[src/rtl/core_pkg.sv]
// -----------------------------------------------------------------------------
// core_pkg
// Shared definitions for the core preempt unit: FSM state encoding, the
// default stdio address and the TOY memory opcode constants.
// Ports: none (package).
// -----------------------------------------------------------------------------
package core_pkg;

  typedef enum logic [2:0] {
    ST_IDLE     = 3'd0,
    ST_MEM_REQ  = 3'd1,
    ST_MEM_WAIT = 3'd2,
    ST_IO_IN    = 3'd3,
    ST_IO_OUT   = 3'd4,
    ST_WB       = 3'd5,
    ST_HALTED   = 3'd6
  } preempt_state_e;

  // Address that is redirected to stdin (load) / stdout (store).
  localparam logic [7:0] IO_ADDR_DEFAULT = 8'hFF;

  // TOY opcodes for the memory instructions handled by the unit.
  localparam logic [3:0] OP_LD  = 4'h8;
  localparam logic [3:0] OP_ST  = 4'h9;
  localparam logic [3:0] OP_LDI = 4'hA;
  localparam logic [3:0] OP_STI = 4'hB;

  // True when the opcode is one of the memory instructions above.
  function automatic logic is_mem_op(input logic [3:0] op);
    return (op == OP_LD) || (op == OP_ST) || (op == OP_LDI) || (op == OP_STI);
  endfunction

  // Write-back value: R0 is hard-wired to zero, so a write to it only
  // clears the dirty bit and carries zero data.
  function automatic logic [15:0] wb_value(input logic [3:0] rd, input logic [15:0] data);
    return (rd == 4'd0) ? 16'h0000 : data;
  endfunction

endpackage

[src/rtl/core_preempt_unit.sv]
// -----------------------------------------------------------------------------
// core_preempt_unit
// Slave end of the decoder preempt channel. Executes TOY load/store (direct and
// indirect, stdio mapped at IO_ADDR), PC redirects and halt on behalf of the
// decoder. All outputs are registered except busy_o, which is decoded from the
// state register alone.
//
// Ports:
//   clk_i, rst_ni                      clock, async active-low reset
//   lsu_en_i/lsu_wen_i/lsu_kind_i      memory op request, store flag, direct flag
//   jump_en_i/jump_kind_i              PC redirect request, immediate-target flag
//   halt_i, run_i                      enter / leave HALTED
//   instr_i, rd_val_i, rt_val_i        owning instruction and operand values
//   busy_o                             unit occupied (cascade-head stall)
//   mem_req_o/we/addr/wdata, mem_gnt_i  memory request channel
//   mem_rvalid_i, mem_rdata_i          memory load response
//   in_valid_i/in_ready_o/in_data_i    stdin handshake
//   out_valid_o/out_ready_i/out_data_o stdout handshake
//   wb_en_o/wb_addr_o/wb_data_o        ARF write-back port
//   pc_load_o/pc_target_o              PC redirect strobe and target
//   halted_o                           core halted
// -----------------------------------------------------------------------------
module core_preempt_unit
  import core_pkg::*;
#(
  parameter logic [7:0] IO_ADDR = IO_ADDR_DEFAULT
) (
  input  logic        clk_i,
  input  logic        rst_ni,
  input  logic        lsu_en_i,
  input  logic        lsu_wen_i,
  input  logic        lsu_kind_i,
  input  logic        jump_en_i,
  input  logic        jump_kind_i,
  input  logic        halt_i,
  input  logic [15:0] instr_i,
  input  logic [15:0] rd_val_i,
  input  logic [15:0] rt_val_i,
  output logic        busy_o,
  output logic        mem_req_o,
  output logic        mem_we_o,
  output logic [7:0]  mem_addr_o,
  output logic [15:0] mem_wdata_o,
  input  logic        mem_gnt_i,
  input  logic        mem_rvalid_i,
  input  logic [15:0] mem_rdata_i,
  input  logic        in_valid_i,
  output logic        in_ready_o,
  input  logic [15:0] in_data_i,
  output logic        out_valid_o,
  input  logic        out_ready_i,
  output logic [15:0] out_data_o,
  output logic        wb_en_o,
  output logic [3:0]  wb_addr_o,
  output logic [15:0] wb_data_o,
  output logic        pc_load_o,
  output logic [7:0]  pc_target_o,
  output logic        halted_o,
  input  logic        run_i
);

  preempt_state_e r_state;
  logic [3:0]  r_rd;
  logic        r_mem_req;
  logic        r_mem_we;
  logic [7:0]  r_mem_addr;
  logic [15:0] r_mem_wdata;
  logic        r_in_ready;
  logic        r_out_valid;
  logic [15:0] r_out_data;
  logic        r_wb_en;
  logic [3:0]  r_wb_addr;
  logic [15:0] r_wb_data;
  logic        r_pc_load;
  logic [7:0]  r_pc_target;
  logic        r_halted;

  logic [7:0]  w_addr;
  logic [7:0]  w_jump_tgt;
  logic        w_unused;

  assign w_addr     = lsu_kind_i  ? instr_i[7:0] : rt_val_i[7:0];
  assign w_jump_tgt = jump_kind_i ? instr_i[7:0] : rd_val_i[7:0];
  // Opcode and upper address bits are decoded upstream; nothing here needs them.
  assign w_unused   = ^{instr_i[15:12], rt_val_i[15:8]};

  always_ff @(posedge clk_i or negedge rst_ni) begin
    if (!rst_ni) begin
      r_state     <= ST_IDLE;
      r_rd        <= '0;
      r_mem_req   <= 1'b0;
      r_mem_we    <= 1'b0;
      r_mem_addr  <= '0;
      r_mem_wdata <= '0;
      r_in_ready  <= 1'b0;
      r_out_valid <= 1'b0;
      r_out_data  <= '0;
      r_wb_en     <= 1'b0;
      r_wb_addr   <= '0;
      r_wb_data   <= '0;
      r_pc_load   <= 1'b0;
      r_pc_target <= '0;
      r_halted    <= 1'b0;
    end else begin
      // Single-cycle strobes and their payloads fall back to zero by default.
      r_wb_en     <= 1'b0;
      r_wb_addr   <= '0;
      r_wb_data   <= '0;
      r_pc_load   <= 1'b0;
      r_pc_target <= '0;

      case (r_state)
        ST_IDLE: begin
          // Priority halt > jump > lsu guards against a protocol violation.
          if (halt_i) begin
            r_state  <= ST_HALTED;
            r_halted <= 1'b1;
          end else if (jump_en_i) begin
            r_pc_load   <= 1'b1;
            r_pc_target <= w_jump_tgt;
          end else if (lsu_en_i) begin
            r_rd <= instr_i[11:8];
            if (w_addr == IO_ADDR) begin
              if (lsu_wen_i) begin
                r_state     <= ST_IO_OUT;
                r_out_valid <= 1'b1;
                r_out_data  <= rd_val_i;
              end else begin
                r_state    <= ST_IO_IN;
                r_in_ready <= 1'b1;
              end
            end else begin
              r_state     <= ST_MEM_REQ;
              r_mem_req   <= 1'b1;
              r_mem_we    <= lsu_wen_i;
              r_mem_addr  <= w_addr;
              r_mem_wdata <= rd_val_i;
            end
          end
        end

        ST_MEM_REQ: begin
          if (mem_gnt_i) begin
            r_mem_req   <= 1'b0;
            r_mem_we    <= 1'b0;
            r_mem_addr  <= '0;
            r_mem_wdata <= '0;
            if (r_mem_we) begin
              r_state <= ST_IDLE;
            end else if (mem_rvalid_i) begin
              // Zero-latency memory: data arrives with the grant.
              r_state   <= ST_WB;
              r_wb_en   <= 1'b1;
              r_wb_addr <= r_rd;
              r_wb_data <= wb_value(r_rd, mem_rdata_i);
            end else begin
              r_state <= ST_MEM_WAIT;
            end
          end
        end

        ST_MEM_WAIT: begin
          if (mem_rvalid_i) begin
            r_state   <= ST_WB;
            r_wb_en   <= 1'b1;
            r_wb_addr <= r_rd;
            r_wb_data <= wb_value(r_rd, mem_rdata_i);
          end
        end

        ST_IO_IN: begin
          if (in_valid_i) begin
            r_in_ready <= 1'b0;
            r_state    <= ST_WB;
            r_wb_en    <= 1'b1;
            r_wb_addr  <= r_rd;
            r_wb_data  <= wb_value(r_rd, in_data_i);
          end
        end

        ST_IO_OUT: begin
          if (out_ready_i) begin
            r_out_valid <= 1'b0;
            r_out_data  <= '0;
            r_state     <= ST_IDLE;
          end
        end

        // The write-back strobe was raised on entry; it lasts exactly this cycle.
        ST_WB: r_state <= ST_IDLE;

        ST_HALTED: begin
          if (run_i) begin
            r_halted <= 1'b0;
            r_state  <= ST_IDLE;
          end
        end

        default: r_state <= ST_IDLE;
      endcase
    end
  end

  assign busy_o      = (r_state != ST_IDLE);
  assign mem_req_o   = r_mem_req;
  assign mem_we_o    = r_mem_we;
  assign mem_addr_o  = r_mem_addr;
  assign mem_wdata_o = r_mem_wdata;
  assign in_ready_o  = r_in_ready;
  assign out_valid_o = r_out_valid;
  assign out_data_o  = r_out_data;
  assign wb_en_o     = r_wb_en;
  assign wb_addr_o   = r_wb_addr;
  assign wb_data_o   = r_wb_data;
  assign pc_load_o   = r_pc_load;
  assign pc_target_o = r_pc_target;
  assign halted_o    = r_halted;

  // Requests are one-hot by protocol.
  a_req_exclusive: assert property (@(posedge clk_i) disable iff (!rst_ni)
    $onehot0({halt_i, jump_en_i, lsu_en_i}))
    else $error("preempt requests not mutually exclusive");

  // A request while busy is dropped; flag it without stopping the run.
  a_req_while_busy: assert property (@(posedge clk_i) disable iff (!rst_ni)
    busy_o |-> !(halt_i || jump_en_i || lsu_en_i))
    else $warning("preempt request dropped while unit busy");

endmodule

[config.mk]
export PLATFORM = sky130hd
export DESIGN_NAME = core_preempt_unit
export DESIGN_NICKNAME = d
export VERILOG_FILES = /design/src/rtl/core_pkg.sv /design/src/rtl/core_preempt_unit.sv
export SDC_FILE = /design/constraint.sdc
export NUM_CORES = 1
export LEC_CHECK = 0
export ABC_AREA = 1
export CAP_MARGIN = 25
export CORE_MARGIN = 4
export CORE_UTILIZATION = 28
export DETAILED_ROUTE_END_ITERATION = 8
export HOLD_SLACK_MARGIN = 0.06
export PLACE_DENSITY = 0.65
export RECOVER_POWER = 100
export REMOVE_ABC_BUFFERS = 1
export SETUP_SLACK_MARGIN = 0.05
export SYNTH_ARGS = -nofsm -noshare
export SYNTH_HDL_FRONTEND = slang
export SYNTH_SLANG_ARGS = --single-unit
[constraint.sdc]
create_clock -name clk_i -period 1.6 [get_ports clk_i]
set_input_delay 0.16 -clock clk_i [delete_from_list [all_inputs] [get_ports clk_i]]
set_output_delay 0.16 -clock clk_i [all_outputs]
set_load 0.005 [all_outputs]
* Word-level counts from Yosys, hierarchy flattened *
Cells that the tools add are included.
Widths: inputs -> output; s select.

word-level totals
  flip-flop bits (word level) = 82
  word-level logic and storage cells = 136
  bits of input ports = 93

cells by class
  bitwise operators = 2
  reduce and logical (&&, ||, !) cells = 13
  equal/unequal tests = 21
  muxes and demuxes = 85

operator list
  cell                number
  $mux 16             17
  $mux 8              10
  $pmux 16 s2         2
  $pmux 16 s3         1
  $mux 3              12
  $mux 1              30
  $ne 2x2->1 const B  13
  $reduce_and 7->1    3
  $pmux 3 s6          1
  $mux 4              4
  $pmux 8 s2          1
  $pmux 4 s3          1
  $pmux 1 s2          5
  $eq 8x8->1 const B  1
  $reduce_bool 2->1   4
  $eq 3x2->1 const B  2
  $eq 3x3->1 const B  2
  $ne 3x3->1 const B  2
  $reduce_and 6->1    1
  $logic_not 4->1     1
  $reduce_and 4->1    1
  $eq 3x1->1 const B  1
  $logic_not 3->1     1
  $pmux 1 s3          1
  3 further kinds     4

* Logic depth before layout (Yosys ltp) *
  depth in word-level cells = 7
  depth in mapped cells = 13

* Worst setup path before layout *
OpenSTA, ideal clock, no wires.

  path kind = flip-flop to flip-flop
  from = reg r_state[0]
  to = reg r_out_data[10] (netlist: out_data_o[10])
  data required time = 1.483 ns
  stages on the path, launching flop included = 10
  setup time = 0.117 ns
  period minus slack after synthesis = 1.532 ns
  buffers on the path = 1
  arrival time = 1.415 ns
  setup slack = 0.068 ns
  cell sequence = dfrtp_1 nor2_4 nand2_2 clkinv_1 nand2_1 a21oi_2 nand3_4 buf_2 nand2_1 o21ai_2

between the ends
  cells in the longest elaborated chain, start to end = 3

ends and longest elaborated chain
  what                                                                     RTL line                  RTL
  from (decl)                                                              core_preempt_unit.sv:62   preempt_state_e r_state;
  from (signal assigned)                                                   core_preempt_unit.sv:89   r_state <= ST_IDLE;
  from (signal assigned)                                                   core_preempt_unit.sv:116  r_state <= ST_HALTED;
  from (signal assigned)                                                   core_preempt_unit.sv:125  r_state <= ST_IO_OUT;
  $eq 3x3->1 / $logic_not 3->1 (equally long branches)                     core_preempt_unit.sv:112  case (r_state)
  $ne 2x2->1 (no source line) / $reduce_bool 2->1 (equally long branches)  -
  $reduce_and 7->1 (no source line)                                        -
  to (signal assigned)                                                     core_preempt_unit.sv:127  r_out_data <= rd_val_i;
  to (decl)                                                                core_preempt_unit.sv:70   logic [15:0] r_out_data;

Parallel ways exist; a longest one is shown, timed or not.
A chain may end at the register's enable or synchronous reset.

* Final worst setup path *
  from = reg r_state[0]
  to = reg r_out_data[8] (netlist: out_data_o[8])

The elaborated chain is that of the path after synthesis.

==> results.txt <==
The flow ran to the end, and the final reports show no timing, DRC or antenna violations. Ranked by total cell area, the synthesized netlist is headed by sky130_fd_sc_hd__dfrtp_1, sky130_fd_sc_hd__nand2_1, sky130_fd_sc_hd__o21ai_1, sky130_fd_sc_hd__buf_6, sky130_fd_sc_hd__a21oi_2. The total number of yosys warnings came out at 0.

TritonCTS built the clock tree. Aggregate global routing overflow: 0. For the number of fillers in the final layout, the log shows 1254. The cell with the biggest individual delay on the critical path was sky130_fd_sc_hd__dfrtp_1.

Dividing the final minimum period by the clock period gives 98.7%. The floorplan die width works out to 124 um. After legalization and detailed placement, the total HPWL measured 8.60 mm. After clock tree synthesis, the clock-pin slew on the worst setup and hold paths is 0.06 ns. The analysis attributes to cell leakage a power of 2.97 nW. Signal arrival time at the worst endpoint: 1.80 ns. The die covers 0.0153 mm^2.

The shortest clock period the worst path allows after layout is 1.58 ns. Via count normalized by instance count: 4.38. In this run the worst hold path is classified as in2reg.

The setup skew after layout came out at 0.0102 ns. Wire length after detailed routing: 11.9 mm. The cell occurring most often along the worst timing path is sky130_fd_sc_hd__nand2_4.

After detailed placement, the total cell area comes to 0.00571 mm^2. The worst setup path is of the reg2reg kind. The run gives 0.34 ns as the later-pin clock latency in the skew report. After synthesis, the largest area contributor takes up 54.7% of total cell area. Entering global routing, the biggest net connects 83 pins. The tools report the number of standard-cell rows in the floorplan as 42. The number of buffers inserted by port buffering works out to 156.

In the layout the commonest cells are sky130_fd_sc_hd__nand2_1, sky130_fd_sc_hd__clkdlybuf4s50_1, sky130_fd_sc_hd__dfrtp_1. For this design the top-level I/O count stands at 169. The detail route stage leaves a number of antenna-violating nets equal to 0. The final number of max-transition violations came out at 0.

The number of antenna violations at the first check in global routing was 0; the accumulated negative setup slack was 0 ns. In this run the mean area of a mapped cell was 8.79 um^2. The global routing usage summed across all routing layers was 14.8%; the total clock buffers created by CTS was 9. The data required time at the worst endpoint is 1.82 ns. Walking the worst path, the cells encountered are nor2_4 -> nand2_4 -> inv_4 -> nand2_4 -> a21oi_4 -> nand3_4 -> clkbuf_16 -> nand2_2 -> o21ai_2.

Max capacitance violation total: 0. Across all hold checks on the routed design, the worst slack comes to 0.379 ns. The distinct cell type count of the synthesized netlist was 32. Setup repair after global routing could not meet its margin everywhere. For this design, the sink count on the clock tree is 82. In this run, the number of DRC markers left after iteration 0 of detailed routing was 154.

In this run the power density over the cells is 1620 mW/mm^2. After technology mapping, the gate count stands at 427. Summed over all instances, the cell type with the most area after synthesis is sky130_fd_sc_hd__dfrtp_1. Clock tree root buffer cell: sky130_fd_sc_hd__clkbuf_16. In this run the number of H-tree levels came out at 3. The fraction of layout instances using a drive strength above 1 is 22.3%, and the total number of nets in the final design is 710. The synthesized design contains 82 register bits. Sequential elements use 54.7% of the synthesized area.

The largest fanout on the critical path is 8, and the number of diodes is 0. In the final routed layout, each cell accounts on average for 14.9 um. In this design, the stage delay of the slowest critical-path cell is 0.42 ns. Routability-driven placement finished with a final weighted congestion of 0.799.

The peak ir drop on the vdd network is 0.601 mV. The logs give 0 for the final hold violation count and 2 for the worst-case clock buffer depth. For this block, the via count after detailed routing is 3492. Setup violations remaining at the end of the flow were counted as 0. The region available for standard cell placement spans 0.0132 mm^2. The first-pass detailed-route iteration total came out at 4. The worst slew margin relative to its limit was 29.8%. The signed area change from the synthesized netlist to the final layout works out to 65.3%. The critical path endpoint category was a register. The synthesized netlist occupies a cell area of 0.00375 mm^2. In this run the vertical extent of the chip is 124 um. The logs give 3466 for the via count of the first global-routing pass and 0 for the number of DRC violations after detailed routing. The first global-routing pass estimated 17.5 mm of wire. The slew at the pin closest to its max-slew limit is 1.05 ns, and the highest clock frequency the design can meet is 633 MHz.

Startpoint type of the worst setup path: a register. The library cell used most frequently in the layout, excluding fill and tap cells, is sky130_fd_sc_hd__nand2_1. The run gives 0.00621 mm^2 as the final instance area. For this configuration, the core starts out at a cell density of 28.5%.
[state kept, by name (all words and copies together) (netlist names)]
signal	cells
wb_data_o	16
mem_addr_o	8
wb_en_o	1
out_valid_o	1
r_state	3
pc_target_o	8
r_rd	4
mem_we_o	1
out_data_o	16
halted_o	1
pc_load_o	1
mem_req_o	1
wb_addr_o	4
mem_wdata_o	16
in_ready_o	1
[power breakdown]
part           switching [W]  total [W]  internal (W)
clock network       0.000839    0.00209       0.00125
registers           0.000378    0.00314       0.00276
logic                0.00246    0.00482       0.00236
[metrics by stage]
stage                     util (%)  cells  total power [W]  worst slack (ns)
final                         47.0    798           0.0101            0.0209
after global routing          47.0    798           0.0108           -0.0582
after CTS                     45.7    793          0.00994            0.0406
after detailed placement      43.3    776          0.00779            -0.356
after global placement        43.3    776          0.00768            -0.299
after floorplan                  -    410          0.00515            -0.224
[layer usage]
layer / GRT usage (%) / wire length, um / vias up
met3: 3.50 / 609 / 17
met5: 0 / 0 / -
met1: 17.8 / 4880 / 1635
met2: 25.3 / 6130 / 98
met4: 6.30 / 277 / 0
li1: - / - / 1742
[cell type report]
type                            instances  area, um^2  area share, %
Inverter                               26         103           1.65
Clock inverter                          6        65.1           1.05
Timing Repair Buffer                  196        1950           31.5
Clock buffer                           10         239           3.85
Multi-Input combinational cell        302        1570           25.3
Sequential cell                        82        2050           33.1
Tap cell                              176         220           3.55
[worst paths after layout]
| path | from | to | slack [ns] | cells after the start |
|---|---|---|---|---|
| min in group asynchronous | rst_ni | mem_addr_o[7]$_DFFE_PN0P_ | 0.65 | 3 |
| worst max-delay path | r_state[0]$_DFFE_PN0P_ | out_data_o[8]$_DFFE_PN0P_ | 0.02 | 9 |
| max in group asynchronous | rst_ni | mem_wdata_o[9]$_DFFE_PN0P_ | 0.26 | 3 |
| worst min register to register | out_data_o[13]$_DFFE_PN0P_ | out_data_o[13]$_DFFE_PN0P_ | 0.48 | 2 |
| worst max register to register | r_state[0]$_DFFE_PN0P_ | out_data_o[8]$_DFFE_PN0P_ | 0.02 | 9 |
| worst min-delay path | mem_rdata_i[14] | wb_data_o[14]$_DFF_PN0_ | 0.38 | 3 |
[Yosys cell counts]
master	number
sky130_fd_sc_hd__nor2_1	16
sky130_fd_sc_hd__inv_1	21
sky130_fd_sc_hd__buf_6	10
sky130_fd_sc_hd__nand2_2	12
sky130_fd_sc_hd__o21ai_1	33
sky130_fd_sc_hd__nand2_4	4
sky130_fd_sc_hd__a21oi_1	16
sky130_fd_sc_hd__o31ai_1	1
sky130_fd_sc_hd__o22ai_1	1
sky130_fd_sc_hd__nand3_1	7
sky130_fd_sc_hd__nor2_2	3
sky130_fd_sc_hd__clkinv_1	1
sky130_fd_sc_hd__buf_1	2
sky130_fd_sc_hd__clkbuf_1	3
sky130_fd_sc_hd__inv_4	1
sky130_fd_sc_hd__nor2_4	1
sky130_fd_sc_hd__nand2_1	170
sky130_fd_sc_hd__a31oi_1	1
sky130_fd_sc_hd__buf_2	2
sky130_fd_sc_hd__nor3b_2	1
sky130_fd_sc_hd__o21ai_2	10
sky130_fd_sc_hd__nand3_2	2
sky130_fd_sc_hd__nor3_1	1
sky130_fd_sc_hd__a21oi_4	1
sky130_fd_sc_hd__a21oi_2	11
sky130_fd_sc_hd__o21ai_0	7
sky130_fd_sc_hd__nand3_4	1
sky130_fd_sc_hd__inv_2	1
sky130_fd_sc_hd__clkinv_2	2
sky130_fd_sc_hd__nand4_1	1
sky130_fd_sc_hd__dfrtp_1	82
sky130_fd_sc_hd__or2_2	2
[critical path, delay by kind of cell (launching register included)]
kind,cells,cell delay (ns)
compound gates,2,0.19
simple gates,5,0.54
flops,1,0.42
buf+inv,2,0.30
[cell families after synthesis]
| group | count (synthesis) | synth area share (%) |
|---|---|---|
| AND/OR/NAND/NOR | 221 | 25.5 |
| buffers and inverters | 43 | 6.50 |
| flip-flops | 82 | 54.7 |
| AO/OA/AOI/OAI | 81 | 13.3 |
[repair_timing]
action	4_1_cts	5_1_grt
buffers inserted	0	2
hold endpoints to repair	82	0
resized for setup	5	38
pin swaps	3	5
gates cloned	0	3
hold buffers	1	0
setup endpoints to repair	41	70
No activity file was read; power rests on OpenSTA's default activity.
